<file path="src/rtl/from8bit_pkg.sv">
// rtl/from8bit_pkg.sv - mode encodings, word-length helper and align FSM states for from8bit_deser
package from8bit_pkg;

  localparam logic [1:0] MODE8   = 2'b00;
  localparam logic [1:0] MODE16  = 2'b01;
  localparam logic [1:0] MODE32  = 2'b10;
  localparam logic [1:0] MODERSV = 2'b11;

  typedef enum logic {
    HUNT = 1'b0,
    LOCK = 1'b1
  } align_state_e;

  // Index of the final byte of a word in the given mode; reserved mode behaves like 8b.
  function automatic logic [1:0] lastIdx(input logic [1:0] mode);
    logic [1:0] idx;
    case (mode)
      MODE8:   idx = 2'd0;
      MODE16:  idx = 2'd1;
      MODE32:  idx = 2'd3;
      default: idx = 2'd0;
    endcase
    return idx;
  endfunction

endpackage

</file>
<file path="src/rtl/byte_shift_acc.sv">
// rtl/byte_shift_acc.sv - 32-bit byte shift/insert register with byte counter
// word_o is the word as it stands after this cycle's byte, so a completing byte is visible to the caller.
module byte_shift_acc #(
  parameter bit MSB_FIRST = 1'b1
) (
  input  logic        clk,
  input  logic        rst,
  input  logic        clr_i,
  input  logic        shift_i,
  input  logic [7:0]  byte_i,
  input  logic [1:0]  last_i,
  output logic [31:0] word_o,
  output logic [1:0]  byte_cnt_o
);

  logic [31:0] word_q, word_d, base_word;
  logic [1:0]  cnt_q, cnt_d, base_cnt;

  always_comb begin
    base_word = clr_i ? 32'd0 : word_q;
    base_cnt  = clr_i ? 2'd0 : cnt_q;
    word_d    = base_word;
    cnt_d     = base_cnt;
    if (shift_i) begin
      if (MSB_FIRST) begin
        word_d = {base_word[23:0], byte_i};
      end else begin
        case (base_cnt)
          2'd0:    word_d[7:0]   = byte_i;
          2'd1:    word_d[15:8]  = byte_i;
          2'd2:    word_d[23:16] = byte_i;
          default: word_d[31:24] = byte_i;
        endcase
      end
      cnt_d = (base_cnt == last_i) ? 2'd0 : base_cnt + 2'd1;
    end
  end

  always_ff @(posedge clk) begin
    if (!rst) begin
      word_q <= 32'd0;
      cnt_q  <= 2'd0;
    end else begin
      word_q <= word_d;
      cnt_q  <= cnt_d;
    end
  end

  assign word_o     = word_d;
  assign byte_cnt_o = cnt_q;

endmodule

</file>
<file path="src/rtl/from8bit_deser.sv">
// rtl/from8bit_deser.sv - byte stream to 8/16/32-bit word deserializer
// Optional word alignment via sowIn when FROM8BIT_ALIGN_EN is defined.
module from8bit_deser
  import from8bit_pkg::*;
#(
  parameter bit MSB_FIRST = 1'b1
) (
  input  logic        clk,
  input  logic        rst,
  input  logic        enb,
  input  logic [7:0]  dataIn,
  input  logic        validIn,
  input  logic [1:0]  dataS,
`ifdef FROM8BIT_ALIGN_EN
  input  logic        sowIn,
`endif
  output logic [7:0]  dataOut8,
  output logic [15:0] dataOut16,
  output logic [31:0] dataOut32,
  output logic        validOut
);

  logic [1:0]  mode_q;
  logic [7:0]  out8_q;
  logic [15:0] out16_q;
  logic [31:0] out32_q;
  logic        valid_q;

  logic        mode_chg, rsv, accept, clr_base, clr, shift, done;
  logic [1:0]  byte_cnt, base_cnt, last;
  logic [31:0] word;

  assign rsv      = (dataS == MODERSV);
  assign mode_chg = enb && (dataS != mode_q);
  assign accept   = enb && validIn && !rsv;
  assign clr_base = enb && (mode_chg || rsv);
  assign last     = lastIdx(dataS);

`ifdef FROM8BIT_ALIGN_EN
  align_state_e state_q, state_eff;

  // A mode change re-enters HUNT on the same cycle, so its byte needs sowIn to be kept.
  assign state_eff = mode_chg ? HUNT : state_q;
  assign clr       = clr_base || (accept && sowIn);
  assign shift     = accept && ((state_eff == LOCK) || sowIn);
`else
  assign clr   = clr_base;
  assign shift = accept;
`endif

  assign base_cnt = clr ? 2'd0 : byte_cnt;
  assign done     = shift && (base_cnt == last);

  byte_shift_acc #(
    .MSB_FIRST (MSB_FIRST)
  ) u_acc (
    .clk        (clk),
    .rst        (rst),
    .clr_i      (clr),
    .shift_i    (shift),
    .byte_i     (dataIn),
    .last_i     (last),
    .word_o     (word),
    .byte_cnt_o (byte_cnt)
  );

  always_ff @(posedge clk) begin
    if (!rst) begin
      mode_q  <= MODE8;
      out8_q  <= 8'd0;
      out16_q <= 16'd0;
      out32_q <= 32'd0;
      valid_q <= 1'b0;
`ifdef FROM8BIT_ALIGN_EN
      state_q <= HUNT;
`endif
    end else if (enb) begin
      mode_q  <= dataS;
      valid_q <= done;
      if (done) begin
        case (dataS)
          MODE8:   out8_q  <= word[7:0];
          MODE16:  out16_q <= word[15:0];
          MODE32:  out32_q <= word;
          default: ;
        endcase
      end
`ifdef FROM8BIT_ALIGN_EN
      state_q <= shift ? LOCK : state_eff;
`endif
    end else begin
      valid_q <= 1'b0;
    end
  end

  assign dataOut8  = out8_q;
  assign dataOut16 = out16_q;
  assign dataOut32 = out32_q;
  assign validOut  = valid_q;

endmodule

</file>
<file path="config.mk">
export PLATFORM = sky130hd
export DESIGN_NAME = from8bit_deser
export DESIGN_NICKNAME = d
export VERILOG_FILES = /design/src/rtl/from8bit_pkg.sv /design/src/rtl/byte_shift_acc.sv /design/src/rtl/from8bit_deser.sv
export SDC_FILE = /design/constraint.sdc
export NUM_CORES = 1
export LEC_CHECK = 0
export CAP_MARGIN = 0
export CORE_ASPECT_RATIO = 1.5
export CORE_MARGIN = 4
export CORE_UTILIZATION = 40
export DETAILED_ROUTE_END_ITERATION = 16
export PLACE_DENSITY = 0.73
export SYNTH_ARGS = -nofsm -noshare
export SYNTH_HDL_FRONTEND = slang
export SYNTH_SLANG_ARGS = --single-unit
export TNS_END_PERCENT = 20
</file>
<file path="constraint.sdc">
create_clock -name clk -period 2.8 [get_ports clk]
set_input_delay 0.56 -clock clk [delete_from_list [all_inputs] [get_ports clk]]
set_output_delay 0.56 -clock clk [all_outputs]
set_load 0.01 [all_outputs]
</file>
==> results.sh, run 1 <==
export IMPL_drive_gt1_frac=0.112
export IMPL_synth_area_um2=3710
export IMPL_fin_tns_setup_ns=0
export IMPL_antenna_found_initial=0
export IMPL_yosys_warnings=0
export IMPL_grt_pass1_wl_mm=14.0
export IMPL_switching_share=0.234
export IMPL_cp_start_kind="primary input"
export IMPL_power_leakage_nw=2.01
export IMPL_numClockSinks=93
export IMPL_synth_top_cell_area_share=0.501
export IMPL_max_clock_freq_mhz=381
export IMPL_synthTopCellsByArea="dfxtp_1 50%, nand2_1 9.3%, mux2i_1 9.2%"
export IMPL_slew_headroom=0.358
export IMPL_grt_max_degree=61
export IMPL_power_switching_w=0.000621
export IMPL_p_int_w=0.00204
export IMPL_drt_first_pass_iters=6
export IMPL_drcViolationCount=0
export IMPL_clock_latency_ns=0.34
export IMPL_ys_ff_latch=93
export IMPL_yosysSeqAreaShare=0.501
export IMPL_min_period_ns=2.63
export IMPL_cpMostUsedCell="buf_4"
export IMPL_viasPerCell=4.98
export IMPL_path_delay_family="buffers and inverters"
export IMPL_pwr_share_clk=0.433
export IMPL_cts_tree="built"
export IMPL_synthCells=394
export IMPL_rsz0062_at_grt="no"
export IMPL_diodes=0
export IMPL_initial_utilization=0.416
export IMPL_design_area_um2=4900
export IMPL_io_buffers=70
export IMPL_hold_path_class="register to register"
export IMPL_finalMaxSlewViolations=0
export IMPL_p_per_area_nw_per_um2=542
export IMPL_dp_final_hpwl_mm=6.22
export IMPL_place_area_um2=4620
export IMPL_grtUsageTotal=0.162
export IMPL_arrival_ns=2.89
export IMPL_finalHoldViolations=0
export IMPL_core_um2=8930
export IMPL_async_reset_ff_frac=0
export IMPL_synth_top_area_cell="dfxtp_1"
export IMPL_num_io_pins=71
export IMPL_post_cts_setup_buffers=0
export IMPL_grt_pass1_vias=2924
export IMPL_fin_util=0.549
export IMPL_cts_resized=0
export IMPL_yosysMostFrequentCell="dfxtp_1"
export IMPL_gr_total_overflow=0
export IMPL_routabilityCongestion=0.828
export IMPL_critPathKind="primary input to register"
export IMPL_wirelength_mm=8.48
export IMPL_worst_pin_slew_ns=0.963
export IMPL_cp_max_fo=28
export IMPL_drtIter0Drc=153
export IMPL_min_period_over_period=0.938
export IMPL_ant_nets=0
export IMPL_synth_commonest_cells="93 x dfxtp_1, 92 x nand2_1, 34 x mux2i_1"
export IMPL_synth_top_flop_cell="dfxtp_1"
export IMPL_cp_required_ns=3.06
export IMPL_endpoint_kind="register"
export IMPL_clock_skew_ns=0.00609
export IMPL_cts_buffers=9
export IMPL_die_area_um2=10900
export IMPL_synth_area_per_cell_um2=9.43
export IMPL_ys_types=41
export IMPL_cts_max_level=3
export IMPL_path_buf_inv=3
export IMPL_std_cell_rows=42
export IMPL_cap_violations=0
export IMPL_pwr_share_comb=0.064
export IMPL_chipWidth_um=86.7
export IMPL_cts_buffer_depth=2
export IMPL_slowest_delay_ns=0.56
export IMPL_seqPwrFrac=0.503
export IMPL_synth_edf_count=0
export IMPL_status="completed"
export IMPL_layout_nets=487
export IMPL_clock_root_buffer="clkbuf_16"
export IMPL_worst_path_max_delay_cell="a31oi_2"
export IMPL_hold_buffers=0
export IMPL_detail_route_wl_per_cell_um=14.5
export IMPL_vias=2911
export IMPL_area_delta_synth_final_pct=32.0
export IMPL_setup_violations=0
export IMPL_die_y_um=126
export IMPL_crit_chain="clkdlybuf4s50_1 -> buf_4 -> xor2_1 -> o31a_1 -> buf_4 -> a211oi_1 -> a31oi_2 -> mux2i_1"
export IMPL_ir_worst_vdd_uv=314
export IMPL_syn_nets=412
export IMPL_clk_pin_slew_ns=0.06
==> power by group through the flow <==
stage | Sequential [W] | Clock [W] | Combinational, W
final | 0.00134 | 0.00115 | 0.000169
after global routing | 0.00134 | 0.00123 | 0.000184
after CTS | 0.00134 | 0.00118 | 0.000170
after detailed placement | 0.00137 | 0 | 0.000169
after global placement | 0.00137 | 0 | 0.000165
after floorplan | 0.00137 | 0 | 0.0000998
==> worst paths after layout <==
kind / slack [ns] / from / cells after the start / end
min: 0.45 / dataOut32[21] / 2 / dataOut32[21]
min reg2reg: 0.45 / dataOut32[21] / 2 / dataOut32[21]
max: 0.17 / dataS[1] / 8 / dataOut8[3]
max reg2reg: 0.69 / mode_q[0] / 5 / dataOut32[24]
==> through the flow <==
stage / total power [W] / instances / hold WS (ns) / setup slack (ns)
CTS: 0.00268 / 584 / 0.456 / 0.172
global route: 0.00276 / 584 / 0.478 / 0.00480
global placement: 0.00153 / 568 / 0.440 / -0.118
finish: 0.00266 / 584 / 0.450 / 0.174
detailed placement: 0.00154 / 568 / 0.448 / -0.174
floorplan: 0.00147 / 394 / 0.448 / 0.434
==> layout make-up <==
class                      instances  area (um^2)
timing repair buffer              91          878
fill                             850         4030
sequential                        93         1860
tap                              110          138
inverter                          10         37.5
multi-input combinational        264         1700
clock buffer                      10          239
clock inverter                     6         47.5
==> metal layers <==
| layer | vias to the layer above | global-route usage | wire [um] |
|---|---|---|---|
| met5 | - | 0 | 0 |
| met4 | 0 | 0.0862 | 296 |
| met3 | 22 | 0.0353 | 344 |
| met2 | 68 | 0.279 | 4300 |
| met1 | 1342 | 0.184 | 3530 |
| li1 | 1479 | - | - |
==> cell families after synthesis <==
| family | Yosys count | synth area share |
|---|---|---|
| compound gates | 57 | 0.121 |
| simple gates | 156 | 0.193 |
| buf+inv | 37 | 0.0431 |
| xor+xnor | 5 | 0.0118 |
| fa+ha+maj | 4 | 0.0135 |
| flops | 93 | 0.501 |
| mux | 42 | 0.116 |
==> placed cells by master, fill, tap and decap left out, drive strengths merged <==
cell type	n
mux2	8
clkbuf	10
buf	22
o21a	1
nand2	92
a31oi	2
a21oi	8
xor2	4
o211ai	1
clkinv	2
nor4	2
dfxtp	93
nor3	2
or3	16
a211oi	1
nand3b	1
a21boi	24
or2	1
o41ai	1
ha	4
nor2	18
nor4bb	1
nor3b	1
mux2i	34
inv	11
o21ba	1
nor2b	10
clkinvlp	3
and3b	1
a22oi	9
o211a	8
clkdlybuf4s50	69
nand2b	1
o31a	1
and2	9
or4	1
xnor2	1
==> sequential cells by signal (all words and copies together), names as in the netlist <==
name              flops
dataOut16            16
dataOut32            32
dataOut8              8
mode_q                2
u_acc.byte_cnt_o      2
u_acc.word_q         32
validOut              1
==> worst register-to-register path, cell delays in order (launching register included) <==
cell	delay (ns)
dfxtp_1	0.32
xor2_1	0.17
o31a_1	0.33
or4_4	0.68
or3_1	0.38
a21boi_0	0.16
Power figures use the tool's default switching activity.
==> inputs of run 2 (changes only) <==
--- a/config.mk
+++ b/config.mk
@@ -9,8 +9,9 @@
 export CORE_ASPECT_RATIO = 1.5
 export CORE_MARGIN = 4
 export CORE_UTILIZATION = 40
+export CTS_CLUSTER_SIZE = 28
 export DETAILED_ROUTE_END_ITERATION = 16
-export PLACE_DENSITY = 0.73
+export PLACE_DENSITY_LB_ADDON = 0.2
 export SYNTH_ARGS = -nofsm -noshare
 export SYNTH_HDL_FRONTEND = slang
 export SYNTH_SLANG_ARGS = --single-unit
==> run 2 against run 1 <==
First-iteration DRC count fell by 33%. Global-route usage decreased by 0.24 points. Register-to-register slack got worse by 0.06 ns. Flip-flop and latch count unchanged. Largest cell class unchanged.
==> results.sh, run 2 (synthesis results as in run 1) <==
export IMPL_status="completed"
export IMPL_cp_required_ns=3.07
export IMPL_worst_slack_ns=0.149
export IMPL_cts_buffers=9
export IMPL_cts_resized=0
export IMPL_hold_path_class="register to register"
export IMPL_rrSetupSlack_ns=0.63
export IMPL_power_switching_w=0.000609
export IMPL_ant_nets=0
export IMPL_gr_total_overflow=0
export IMPL_holdPathStages=2
export IMPL_endpoint_kind="register"
export IMPL_cts_tree="built"
export IMPL_min_period_over_period=0.947
export IMPL_vias=2889
export IMPL_die_area_um2=10900
export IMPL_clock_skew_ns=0.00921
export IMPL_cp_start_kind="primary input"
export IMPL_rr_endpoint="dataOut32[27]"
export IMPL_cts_buffer_depth=2
export IMPL_drive_gt1_frac=0.119
export IMPL_cts_max_level=3
export IMPL_reg2reg_depth=5
export IMPL_most_common_layout_cells="93 x dfxtp_1, 92 x nand2_1, 68 x clkdlybuf4s50_1"
export IMPL_layout_commonest_cell="dfxtp_1"
export IMPL_r2r_start="mode_q[0]"
export IMPL_std_cell_rows=42
export IMPL_pwr_share_comb=0.066
export IMPL_post_cts_setup_buffers=0
export IMPL_layout_nets=491
export IMPL_ir_worst_vdd_uv=414
export IMPL_critPathKind="primary input to register"
export IMPL_wirelength_mm=8.36
export IMPL_drt_first_pass_iters=4
export IMPL_crit_chain="clkdlybuf4s50_1 -> ha_1 -> o31a_1 -> or4_4 -> or3_1 -> a21boi_1"
export IMPL_dp_final_hpwl_mm=6.14
export IMPL_slew_headroom=0.495
export IMPL_p_per_area_nw_per_um2=539
export IMPL_switching_share=0.228
export IMPL_grt_pass1_wl_mm=13.7
export IMPL_slowest_delay_ns=0.71
export IMPL_worst_pin_slew_ns=0.757
export IMPL_grtUsageTotal=0.160
export IMPL_min_period_ns=2.65
export IMPL_design_area_um2=4960
export IMPL_viasPerCell=4.91
export IMPL_holdPathEnd="dataOut32[18]"
export IMPL_initial_utilization=0.416
export IMPL_arrival_ns=2.93
export IMPL_place_area_um2=4670
export IMPL_hold_worst_slack_ns=0.454
export IMPL_setup_violations=0
export IMPL_drcViolationCount=0
export IMPL_num_io_pins=71
export IMPL_min_delay_start="dataOut32[18]"
export IMPL_detail_route_wl_per_cell_um=14.2
export IMPL_dp_worst_setup_slack_ns=-0.229
export IMPL_power_w=0.00268
export IMPL_hold_buffers=0
export IMPL_routabilityCongestion=0.855
export IMPL_pwr_share_clk=0.434
export IMPL_clock_latency_ns=0.34
export IMPL_clock_root_buffer="clkbuf_16"
export IMPL_core_um2=8930
export IMPL_cp_max_fo=30
export IMPL_finalMaxSlewViolations=0
export IMPL_grt_max_degree=49
export IMPL_finalHoldViolations=0
export IMPL_numClockSinks=93
export IMPL_power_leakage_nw=2.05
export IMPL_seqPwrFrac=0.500
export IMPL_die_y_um=126
export IMPL_chipWidth_um=86.7
export IMPL_p_int_w=0.00207
export IMPL_diodes=0
export IMPL_max_clock_freq_mhz=377
export IMPL_fin_tns_setup_ns=0
export IMPL_rsz0062_at_grt="no"
export IMPL_grt_pass1_vias=2872
export IMPL_antenna_found_initial=0
export IMPL_area_delta_synth_final_pct=33.6
export IMPL_drtIter0Drc=103
export IMPL_io_buffers=70
export IMPL_worst_path_max_delay_cell="or4_4"
export IMPL_clk_pin_slew_ns=0.07
export IMPL_cap_violations=0
==> run 2: cell count changes in the layout (fill, tap and decap cells not counted) <==
cell             previous run  this run
clkinvlp_4                  3         1
inv_8                       1         0
clkbuf_1                    0         1
and3b_2                     0         1
clkbuf_8                    1         2
inv_6                       0         1
buf_12                      2         4
dlymetal6s2s_1              0         1
clkdlybuf4s50_1            69        68
buf_4                      19        21
and3b_1                     1         0
==> run 2: per-stage QoR <==
step | cells | util
2_1_floorplan | 394 | -
3_3_place_gp | 572 | 0.523
3_5_place_dp | 572 | 0.523
4_1_cts | 588 | 0.555
5_1_grt | 588 | 0.555
6_report | 588 | 0.555
==> run 2: power by group through the flow <==
stage / clock network, W / registers [W] / logic [W]
6_report: 0.00116 / 0.00134 / 0.000176
5_1_grt: 0.00124 / 0.00134 / 0.000193
4_1_cts: 0.00119 / 0.00134 / 0.000178
3_5_place_dp: 0 / 0.00137 / 0.000177
3_3_place_gp: 0 / 0.00137 / 0.000174
2_1_floorplan: 0 / 0.00137 / 0.0000998
==> run 2: critical path, delay by kind of cell <==
kind / cells / cell delay (ns)
and+or+nand+nor: 2 / 1.12
adders and majority gates: 1 / 0.24
buffers and inverters: 1 / 0.50
AOI/OAI and AO/OA: 2 / 0.50
==> run 2: area by class of cell <==
class,count,area (um^2)
multi-input cells,264,1700
repair buffers,95,936
fillers,831,3970
clock buffers,12,256
flip-flops and latches,93,1860
inverters,10,37.5
well taps,110,138
clock inverters,4,30.0
==> run 2: worst max path at each step <==
stage	start	end	slack, ns	cells past startpoint
final	dataS[1]	dataOut32[27]	0.15	6
after global routing	dataS[1]	dataOut32[23]	0.009	6
after CTS	dataS[0]	dataOut32[23]	0.13	6
after detailed placement	dataS[0]	dataOut32[23]	-0.23	6
after global placement	dataS[0]	dataOut32[24]	-0.18	6
after floorplan	dataS[0]	dataOut16[6]	0.43	6
==> run 2: per-layer routing <==
metal,vias to the layer above,share of wire,GRT usage
met1,1340,0.43,0.188
met4,0,0.029,0.0826
li1,1473,-,-
met2,62,0.50,0.263
met3,14,0.038,0.0438
met5,-,0,0
